### src/rtl/seq_detect_pkg.sv
// Shared constants and types for the programmable serial sequence detector.
package seq_detect_pkg;

    localparam int DFLT_PAT_W = 8;
    localparam int DFLT_LEN_W = $clog2(DFLT_PAT_W + 1);
    localparam logic [DFLT_PAT_W-1:0] DFLT_PATTERN = 8'b0000_1010;
    localparam int DFLT_LEN = 4;
    localparam int DFLT_CNT_W = 16;

    // How history is treated after a match.
    typedef enum logic {
        OVL_OFF = 1'b0,
        OVL_ON  = 1'b1
    } ovl_mode_e;

    // Width needed to hold a length of 0..pat_w.
    function automatic int len_width(input int pat_w);
        return $clog2(pat_w + 1);
    endfunction

    function automatic ovl_mode_e ovl_mode(input int overlap);
        return (overlap != 0) ? OVL_ON : OVL_OFF;
    endfunction

endpackage

### src/rtl/seq_window_cmp.sv
// Shift-window advance and masked length compare for seq_detect_prog.
// Purely combinational: the caller decides whether the bit is accepted.
module seq_window_cmp
    import seq_detect_pkg::*;
#(
    parameter int PAT_W = DFLT_PAT_W,
    parameter int LEN_W = DFLT_LEN_W
) (
    input  logic [PAT_W-1:0] window,
    input  logic [LEN_W-1:0] hist,
    input  logic [PAT_W-1:0] pattern,
    input  logic [LEN_W-1:0] len,
    input  logic             in_bit,
    output logic [PAT_W-1:0] next_window,
    output logic [LEN_W-1:0] next_hist,
    output logic             match
);

    logic [PAT_W-1:0] mask;

    // Select the low len bits; pattern bits above len-1 never take part.
    always_comb begin
        mask = '0;
        for (int i = 0; i < PAT_W; i++) begin
            mask[i] = (i < int'(len));
        end
    end

    // Shift the new bit in at the LSB and compare against the programmed pattern.
    always_comb begin
        next_window = {window[PAT_W-2:0], in_bit};
        next_hist   = (hist >= LEN_W'(PAT_W)) ? LEN_W'(PAT_W) : hist + LEN_W'(1);
        match       = (next_hist >= len) && (((next_window ^ pattern) & mask) == '0);
    end

endmodule

### src/rtl/seq_detect_prog.sv
// Runtime-programmable serial sequence detector (Moore, registered detect).
// Optional match counter enabled by defining SEQ_DETECT_CNT_EN; without it
// match_cnt is tied to zero and no counter is built.
module seq_detect_prog
    import seq_detect_pkg::*;
#(
    parameter int                  PAT_W       = DFLT_PAT_W,
    parameter logic [PAT_W-1:0]    DEF_PATTERN = PAT_W'(DFLT_PATTERN),
    parameter int                  DEF_LEN     = DFLT_LEN,
    parameter int                  OVERLAP     = 1,
    parameter int                  CNT_W       = DFLT_CNT_W
) (
    input  logic                         clk,
    input  logic                         rst_n,
    input  logic                         in_valid,
    input  logic                         in_bit,
    input  logic                         cfg_we,
    input  logic [PAT_W-1:0]             cfg_pattern,
    input  logic [$clog2(PAT_W+1)-1:0]   cfg_len,
    output logic                         detect,
    output logic                         cfg_err,
    output logic [CNT_W-1:0]             match_cnt
);

    localparam int        LEN_W    = len_width(PAT_W);
    localparam ovl_mode_e OVL_MODE = ovl_mode(OVERLAP);

    logic [PAT_W-1:0] pattern, pattern_d;
    logic [LEN_W-1:0] len, len_d;
    logic [PAT_W-1:0] window, window_d;
    logic [LEN_W-1:0] hist, hist_d, hist_clean;
    logic             detect_d, cfg_err_d;

    logic [PAT_W-1:0] nxt_window;
    logic [LEN_W-1:0] nxt_hist;
    logic             match;
    logic             hist_bad;
    logic             cfg_ok;

    assign hist_bad   = (hist > LEN_W'(PAT_W));
    assign hist_clean = hist_bad ? '0 : hist;
    assign cfg_ok     = (cfg_len != '0) && (cfg_len <= LEN_W'(PAT_W));

    seq_window_cmp #(
        .PAT_W (PAT_W),
        .LEN_W (LEN_W)
    ) u_cmp (
        .window      (window),
        .hist        (hist_clean),
        .pattern     (pattern),
        .len         (len),
        .in_bit      (in_bit),
        .next_window (nxt_window),
        .next_hist   (nxt_hist),
        .match       (match)
    );

    // Next-state: a config write takes priority and swallows that cycle's bit.
    always_comb begin
        pattern_d = pattern;
        len_d     = len;
        window_d  = window;
        hist_d    = hist_clean;
        detect_d  = 1'b0;
        cfg_err_d = 1'b0;
        if (cfg_we) begin
            if (cfg_ok) begin
                pattern_d = cfg_pattern;
                len_d     = cfg_len;
                window_d  = '0;
                hist_d    = '0;
            end else begin
                cfg_err_d = 1'b1;
            end
        end else if (in_valid) begin
            window_d = nxt_window;
            hist_d   = nxt_hist;
            detect_d = match;
            if (match && (OVL_MODE == OVL_OFF)) begin
                hist_d = '0;
            end
        end
        // An out-of-range history count is never trusted.
        if (hist_bad) begin
            hist_d = '0;
        end
    end

    // Configuration, window and pulse registers.
    always_ff @(posedge clk or negedge rst_n) begin
        if (!rst_n) begin
            pattern <= DEF_PATTERN;
            len     <= LEN_W'(DEF_LEN);
            window  <= '0;
            hist    <= '0;
            detect  <= 1'b0;
            cfg_err <= 1'b0;
        end else begin
            pattern <= pattern_d;
            len     <= len_d;
            window  <= window_d;
            hist    <= hist_d;
            detect  <= detect_d;
            cfg_err <= cfg_err_d;
        end
    end

`ifdef SEQ_DETECT_CNT_EN
    logic [CNT_W-1:0] cnt;

    // Saturating count of detect pulses; config writes leave it alone.
    always_ff @(posedge clk or negedge rst_n) begin
        if (!rst_n) begin
            cnt <= '0;
        end else if (detect_d && (cnt != '1)) begin
            cnt <= cnt + CNT_W'(1);
        end
    end

    assign match_cnt = cnt;
`else
    assign match_cnt = '0;
`endif

endmodule
### config.mk
export PLATFORM = sky130hd
export DESIGN_NAME = seq_detect_prog
export DESIGN_NICKNAME = d
export VERILOG_FILES = /design/src/rtl/seq_detect_pkg.sv /design/src/rtl/seq_window_cmp.sv /design/src/rtl/seq_detect_prog.sv
export SDC_FILE = /design/constraint.sdc
export NUM_CORES = 1
export LEC_CHECK = 0
export ABC_CLOCK_PERIOD_IN_PS = 2250
export BUFFER_PORTS_ARGS = -buffer_cell sky130_fd_sc_hd__buf_2
export CAP_MARGIN = 0
export CORE_MARGIN = 10
export CORE_UTILIZATION = 53
export DETAILED_ROUTE_END_ITERATION = 8
export GPL_ROUTABILITY_DRIVEN = 0
export PLACE_DENSITY = 0.79
export SYNTH_ARGS = -nofsm -noshare
export SYNTH_HDL_FRONTEND = slang
export SYNTH_SLANG_ARGS = --single-unit
### constraint.sdc
create_clock -name clk -period 2.25 [get_ports clk]
set_clock_uncertainty 0.05 [all_clocks]
set_input_delay 0 -clock clk [delete_from_list [all_inputs] [get_ports clk]]
set_output_delay 0 -clock clk [all_outputs]
set_load 0.005 [all_outputs]
==> flow_summary_export.csv, run 1 <==
group,metric,value,unit
drt,viasPerCell,5.20,
critical_path,crit_family,"simple AND/OR/NAND/NOR gates",
critical_path,slowest_stage,"dfrtp_1",
finish,nFillCells,216,
critical_path,cp_common_cell,"ha_1",
drt,vias,1175,
power_and_ir_drop,p_leak,0.843,nW
die,dieWidth,72.6,um
global_routing,grt_pass1_wl,5.10,mm
synth,syn_area_per_cell,8.87,um^2
synth,yosys_warnings,0,
place,port_buffers,18,
global_routing,grt_max_degree,26,
critical_path,crit_arrival,2260,ps
finish,fin_nets,219,
power_and_ir_drop,vdd_ir_drop_max,0.398,mV
sta,finalHoldViolCount,0,
critical_path,critPathLaunchType,"flop",
sta,min_period_over_period,92.8,%
sta,tns,0,ps
synth,synth_area,1460,um^2
clock_network,numCtsBuffers,3,
sta,setup_ws,161,ps
critical_path,required,2430,ps
sta,slew_violations,0,
clock_network,cts.sinks,25,
finish,layout-drive-gt1-share,13.8,%
synth,netlist_instances,165,
critical_path,crit_path_end_kind,"flop",
drt,drt_iter0_drc,64,
clock_network,ctsLongestPathBuffers,2,
synth,postSynth.asyncResetShare,100,%
global_routing,grt_pass1_vias,1135,
place,dp_hpwl,2.27,mm
global_routing,antenna_found_initial,0,
synth,synth_cell_types,39,
clock_network,path_clk_slew,120,ps
clock_network,post_cts.repair.setup_buffers,0,
flow_run,maxCapViolations,0,
die,start_util,57.5,%
sta,worstMarginPinSlew,714,ps
finish,final_util,65.7,%
drt,first_pass_iters,4,
clock_network,worstSkewPairLatency,320,ps
place,dpl_worst_slack,213,ps
critical_path,crit_type,"flop to flop",
drt,drc_errors,0,
finish,insertedDiodeCount,0,
clock_network,cts-root-buf,"clkbuf_4",
die,fp-row-count,18,
sta,setup_viol,0,
drt,wl,3.05,mm
synth,ys_dominant_reg_cell,"dfrtp_1",
sta,period_needed,2090,ps
die,core,2540,um^2
sta,clock.fmax,479,MHz
synth,ys_seq_area_share,43.0,%
power_and_ir_drop,finalPower,1.03,mW
die,ios,35,
run_status,outcome,"completed",
clock_network,htreeDepth,1,
critical_path,path_max_fanout,8,
critical_path,critPathMaxStageDelay,490,ps
critical_path,path_cells,"nor2b_1, ha_1, and2_1, ha_1, a211oi_1, o21bai_1, and4_1",
die,die_area,5260,um^2
die,die_h,72.6,um
synth,synth-edff-count,0,
synth,ys_ff_latch,25,
sta,rsz0062_at_grt,"no",
critical_path,crit_buf_inv,0,
finish,area_delta_synth_final,14.2,%
drt,postRouteAntennaNets,0,
power_and_ir_drop,pwr_density_cell,613,nW/um^2
global_routing,globalRouteTotalUtil,11.6,%
global_routing,overflow,0,
clock_network,cts_tree,"yes",
drt,wl_per_cell,13.5,um
hold_path,hp-class,"primary input to flop",
sta,slew_headroom,52.3,%
## final cells by class
cell class | count | area [um^2] | area share, %
multi-input combinational | 128 | 709 | 42.4
sequential | 25 | 629 | 37.6
timing repair buffer | 34 | 250 | 15.0
tap | 30 | 37.5 | 2.25
clock buffer | 4 | 26.3 | 1.57
inverter | 5 | 18.8 | 1.12
## through the flow
stage | hold WS (ps) | cells | area [um^2]
5_1_grt | 103 | 226 | 1670
3_5_place_dp | -36.7 | 206 | 1490
4_1_cts | 93.8 | 226 | 1670
2_1_floorplan | -346 | 180 | 1520
3_3_place_gp | -33.3 | 206 | 1490
6_report | 87.7 | 226 | 1670
## report_power, final
part | leakage, nW | switching [mW] | internal [mW]
sequential | 0.320 | 0.0514 | 0.504
clock | 0.0150 | 0.125 | 0.0695
combinational | 0.508 | 0.141 | 0.133
## cells by family after synthesis
| group | after synthesis | synth area share, % |
|---|---|---|
| and+or+nand+nor | 73 | 23.4 |
| AOI/OAI and AO/OA | 23 | 10.0 |
| other | 1 | 0.256 |
| xor gates and xnor gates | 10 | 5.98 |
| adders and majority gates | 5 | 4.27 |
| muxes | 1 | 0.684 |
| buffers and inverters | 27 | 12.4 |
| DFF | 25 | 43.0 |
## cells in the final DEF, fill, tap and decap left out, types with 7 or more instances in the layout
cell type / instances
dfrtp_1: 22
o21ai_0: 7
nand3_1: 9
nand2_1: 46
conb_1: 16
xnor2_1: 7
buf_2: 18
dlygate4sd3_1: 16
## tightest hold or removal path, stage by stage
cell and delay (ps):
buf_2 110, xor2_1 70, a22oi_1 190, nor2_1 60
## metal layers
| layer | wire [um] | vias up | GRT usage, % | part of all wire [%] |
|---|---|---|---|---|
| met2 | 1540 | 40 | 19.8 | 50 |
| met1 | 1260 | 553 | 13.6 | 41 |
| met5 | 0 | - | 0 | 0 |
| met3 | 228 | 4 | 4.35 | 7.5 |
| met4 | 23 | 0 | 1.69 | 0.75 |
| li1 | - | 578 | - | - |
## registers in the layout (all words and copies together) (netlist names)
| register | flops |
|---|---|
| cfg_err | 1 |
| detect | 1 |
| hist | 4 |
| window | 7 |
| len | 4 |
| pattern | 8 |
## path summary, 6_finish.rpt
kind                       slack, ps  cells past startpoint       start         end
max                              160                      7     hist[3]      detect
min                               90                      4    in_valid     hist[0]
max reg2reg                      160                      7     hist[3]      detect
min reg2reg                      430                      2  pattern[1]  pattern[1]
max in group asynchronous       1660                      2       rst_n      len[2]
min in group asynchronous        130                      2       rst_n     hist[2]
## cells in the mapped netlist (2+ instances only)
cell type | n | area [um^2]
nand2b_1 | 3 | 18.8
dfrtp_1 | 22 | 551
nor2b_1 | 3 | 18.8
xnor2_1 | 7 | 61.3
ha_1 | 5 | 62.6
nand2_1 | 46 | 173
inv_1 | 5 | 18.8
nor3_1 | 2 | 10.0
dfstp_2 | 3 | 78.8
clkbuf_1 | 2 | 7.51
buf_4 | 16 | 120
a22oi_1 | 2 | 15.0
o31ai_1 | 2 | 15.0
o21ai_0 | 7 | 35.0
xor2_1 | 3 | 26.3
a21oi_1 | 5 | 25.0
nor2_1 | 2 | 7.51
nand3_1 | 9 | 45.0
## what timing repair did
action,4_1_cts,5_1_grt
hold buffers,16,0
resized for setup,0,0
endpoints found under the hold margin,39,0
(Power assumes the default switching activity.)
==> inputs of run 2 (changes only) <==
- CORE_UTILIZATION: 53 -> 54
- RECOVER_POWER: unset -> 50
- SYNTH_HIERARCHICAL: unset -> 1
==> run 2 against run 1 <==
Setup slack worse by 70 ps. Cell count is 2.7% lower. Power is 11% higher. Clock-buffer cell count stayed put. Die area is 5.5% higher. Non-clock buffer count is 4 higher. Critical path type unchanged. Largest power group unchanged.
==> flow_summary_export.csv, run 2 <==
group,metric,value,unit
clock_network,path_clk_slew,130,ps
finish,register_area,631,um^2
flow_run,maxCapViolations,0,
sta,slew_violations,0,
sta,worstMarginPinSlew,1300,ps
sta,tns,0,ps
global_routing,antenna_found_initial,0,
critical_path,crit_type,"flop to flop",
global_routing,grt_pass1_vias,1138,
critical_path,slowest_stage,"dfrtp_2",
sta,rsz0062_at_grt,"no",
sta,hold_ws,175,ps
drt,drc_errors,0,
place,port_buffers,18,
power_and_ir_drop,p_leak,0.829,nW
global_routing,globalRouteTotalUtil,11.5,%
power_and_ir_drop,p_seq_share,50.9,%
hold_path,hp-class,"primary input to flop",
die,start_util,57.2,%
global_routing,grt_max_degree,26,
power_and_ir_drop,power.switching,0.355,mW
critical_path,crit_path_end_kind,"flop",
power_and_ir_drop,vdd_ir_drop_max,0.394,mV
finish,multi_input_area,816,um^2
finish,layout-drive-gt1-share,25.4,%
power_and_ir_drop,pwr_density_cell,627,nW/um^2
drt,wl,3.06,mm
finish,area_delta_synth_final,13.3,%
critical_path,path_cells,"nor2b_2, ha_2, xnor2_2, nor2_2, ha_1, o21a_1, o22ai_1, a221oi_1, and4b_1, and2_1",
power_and_ir_drop,finalPower,1.14,mW
clock_network,cts_tree,"yes",
sta,min_period_over_period,95.9,%
finish,insertedDiodeCount,0,
sta,finalHoldViolCount,0,
clock_network,cts.sinks,25,
drt,wl_per_cell,13.9,um
finish,reg.largest.list,"pattern x8, window x7",
synth,syn_area_per_cell,9.91,um^2
drt,first_pass_iters,5,
power_and_ir_drop,internal_power,0.786,mW
synth,yosys_warnings,6,
die,die_area,5550,um^2
drt,viasPerCell,5.11,
global_routing,grt_pass1_wl,5.06,mm
clock_network,htreeDepth,1,
drt,postRouteAntennaNets,0,
critical_path,required,2460,ps
run_status,outcome,"completed",
die,dieWidth,74.5,um
sta,clock.fmax,463,MHz
finish,final_common_cell,"dfrtp_1",
finish,mostFrequentLayoutCells,"21 x dfrtp_1, 20 x nand2_1, 16 x conb_1, 16 x dlygate4sd3_1, 16 x buf_2",
synth,netlist_instances,162,
finish,final_util,64.9,%
finish,top_register,"pattern",
synth,synth_area,1610,um^2
global_routing,overflow,0,
power_and_ir_drop,pwr-share-comb,32.2,%
sta,period_needed,2160,ps
power_and_ir_drop,p_clk_share,16.9,%
critical_path,path_max_fanout,5,
drt,vias,1124,
die,core,2810,um^2
finish,fin_nets,213,
die,die_h,74.5,um
finish,largest_reg_flops,8,
critical_path,critPathMaxStageDelay,470,ps
finish,nFillCells,227,
place,dp_hpwl,2.23,mm
sta,setup_viol,0,
clock_network,numCtsBuffers,3,
critical_path,crit_arrival,2370,ps
clock_network,worstSkewPairLatency,310,ps
power_and_ir_drop,p_sw_share,31.1,%
die,ios,35,
critical_path,critPathLaunchType,"flop",
clock_network,cts-root-buf,"clkbuf_4",
die,fp-row-count,19,
drt,drt_iter0_drc,64,
sta,slew_headroom,13.4,%
clock_network,ctsLongestPathBuffers,2,
-- run 2: cell types whose count changed in the layout (fill, tap and decap cells not counted), moves of 4 or more --
cell	before	now
nand2_1	46	20
mux2_4	0	8
nand3_1	9	1
o21ai_1	0	8
o21ai_0	7	1
buf_4	0	4
-- run 2: final cells by class --
| type | count | area share (%) |
|---|---|---|
| Sequential cell | 25 | 34.7 |
| Tap cell | 31 | 2.13 |
| Timing Repair Buffer | 38 | 15.3 |
| Multi-Input combinational cell | 114 | 44.8 |
| Inverter | 8 | 1.65 |
| Clock buffer | 4 | 1.44 |
-- run 2: final timing paths --
kind / startpoint / endpoint / slack (ps) / depth (start not counted)
max: hist[3] / detect / 90 / 10
min: in_valid / window[0] / 170 / 5
max reg2reg: hist[3] / detect / 90 / 10
min reg2reg: pattern[4] / pattern[4] / 490 / 1
max in group asynchronous: rst_n / hist[3] / 860 / 2
min in group asynchronous: rst_n / pattern[2] / 430 / 2
-- run 2: stage by stage --
step / setup slack (ps) / instances / area [um^2]
after floorplan: 60.9 / 177 / 1660
after global placement: 152 / 199 / 1590
after detailed placement: 36.3 / 199 / 1590
after CTS: 6.40 / 219 / 1780
after global routing: 3.08 / 220 / 1820
final: 91.2 / 220 / 1820
-- run 2: metal layers --
layer | routed length, um | part of all wire [%] | track usage, %
met2 | 1610 | 53 | 20.7
met5 | 0 | 0 | 0
met1 | 1270 | 41 | 12.9
met4 | 13 | 0.42 | 5.04
met3 | 166 | 5.4 | 1.99
-- run 2: power groups by stage --
stage	clock network [mW]	logic [mW]	registers, mW
2_1_floorplan	0	0.286	0.565
3_3_place_gp	0	0.310	0.581
3_5_place_dp	0	0.322	0.584
4_1_cts	0.204	0.345	0.576
5_1_grt	0.223	0.410	0.590
6_report	0.193	0.367	0.581
-- run 2: critical path: cells and delay by family (launching register included) --
| family | cells | cell delay [ps] |
|---|---|---|
| AND/OR/NAND/NOR | 4 | 590 |
| AO/OA/AOI/OAI | 3 | 420 |
| flip-flops | 1 | 470 |
| XOR/XNOR | 1 | 110 |
| adder cells (fa/ha/maj) | 2 | 480 |
-- run 2: repair_timing --
action | CTS | global route
endpoints found under the setup margin | 0 | 1
hold endpoints to repair | 39 | 0
buffers inserted | 0 | 1
resized for setup | 0 | 12
hold buffers | 16 | 0
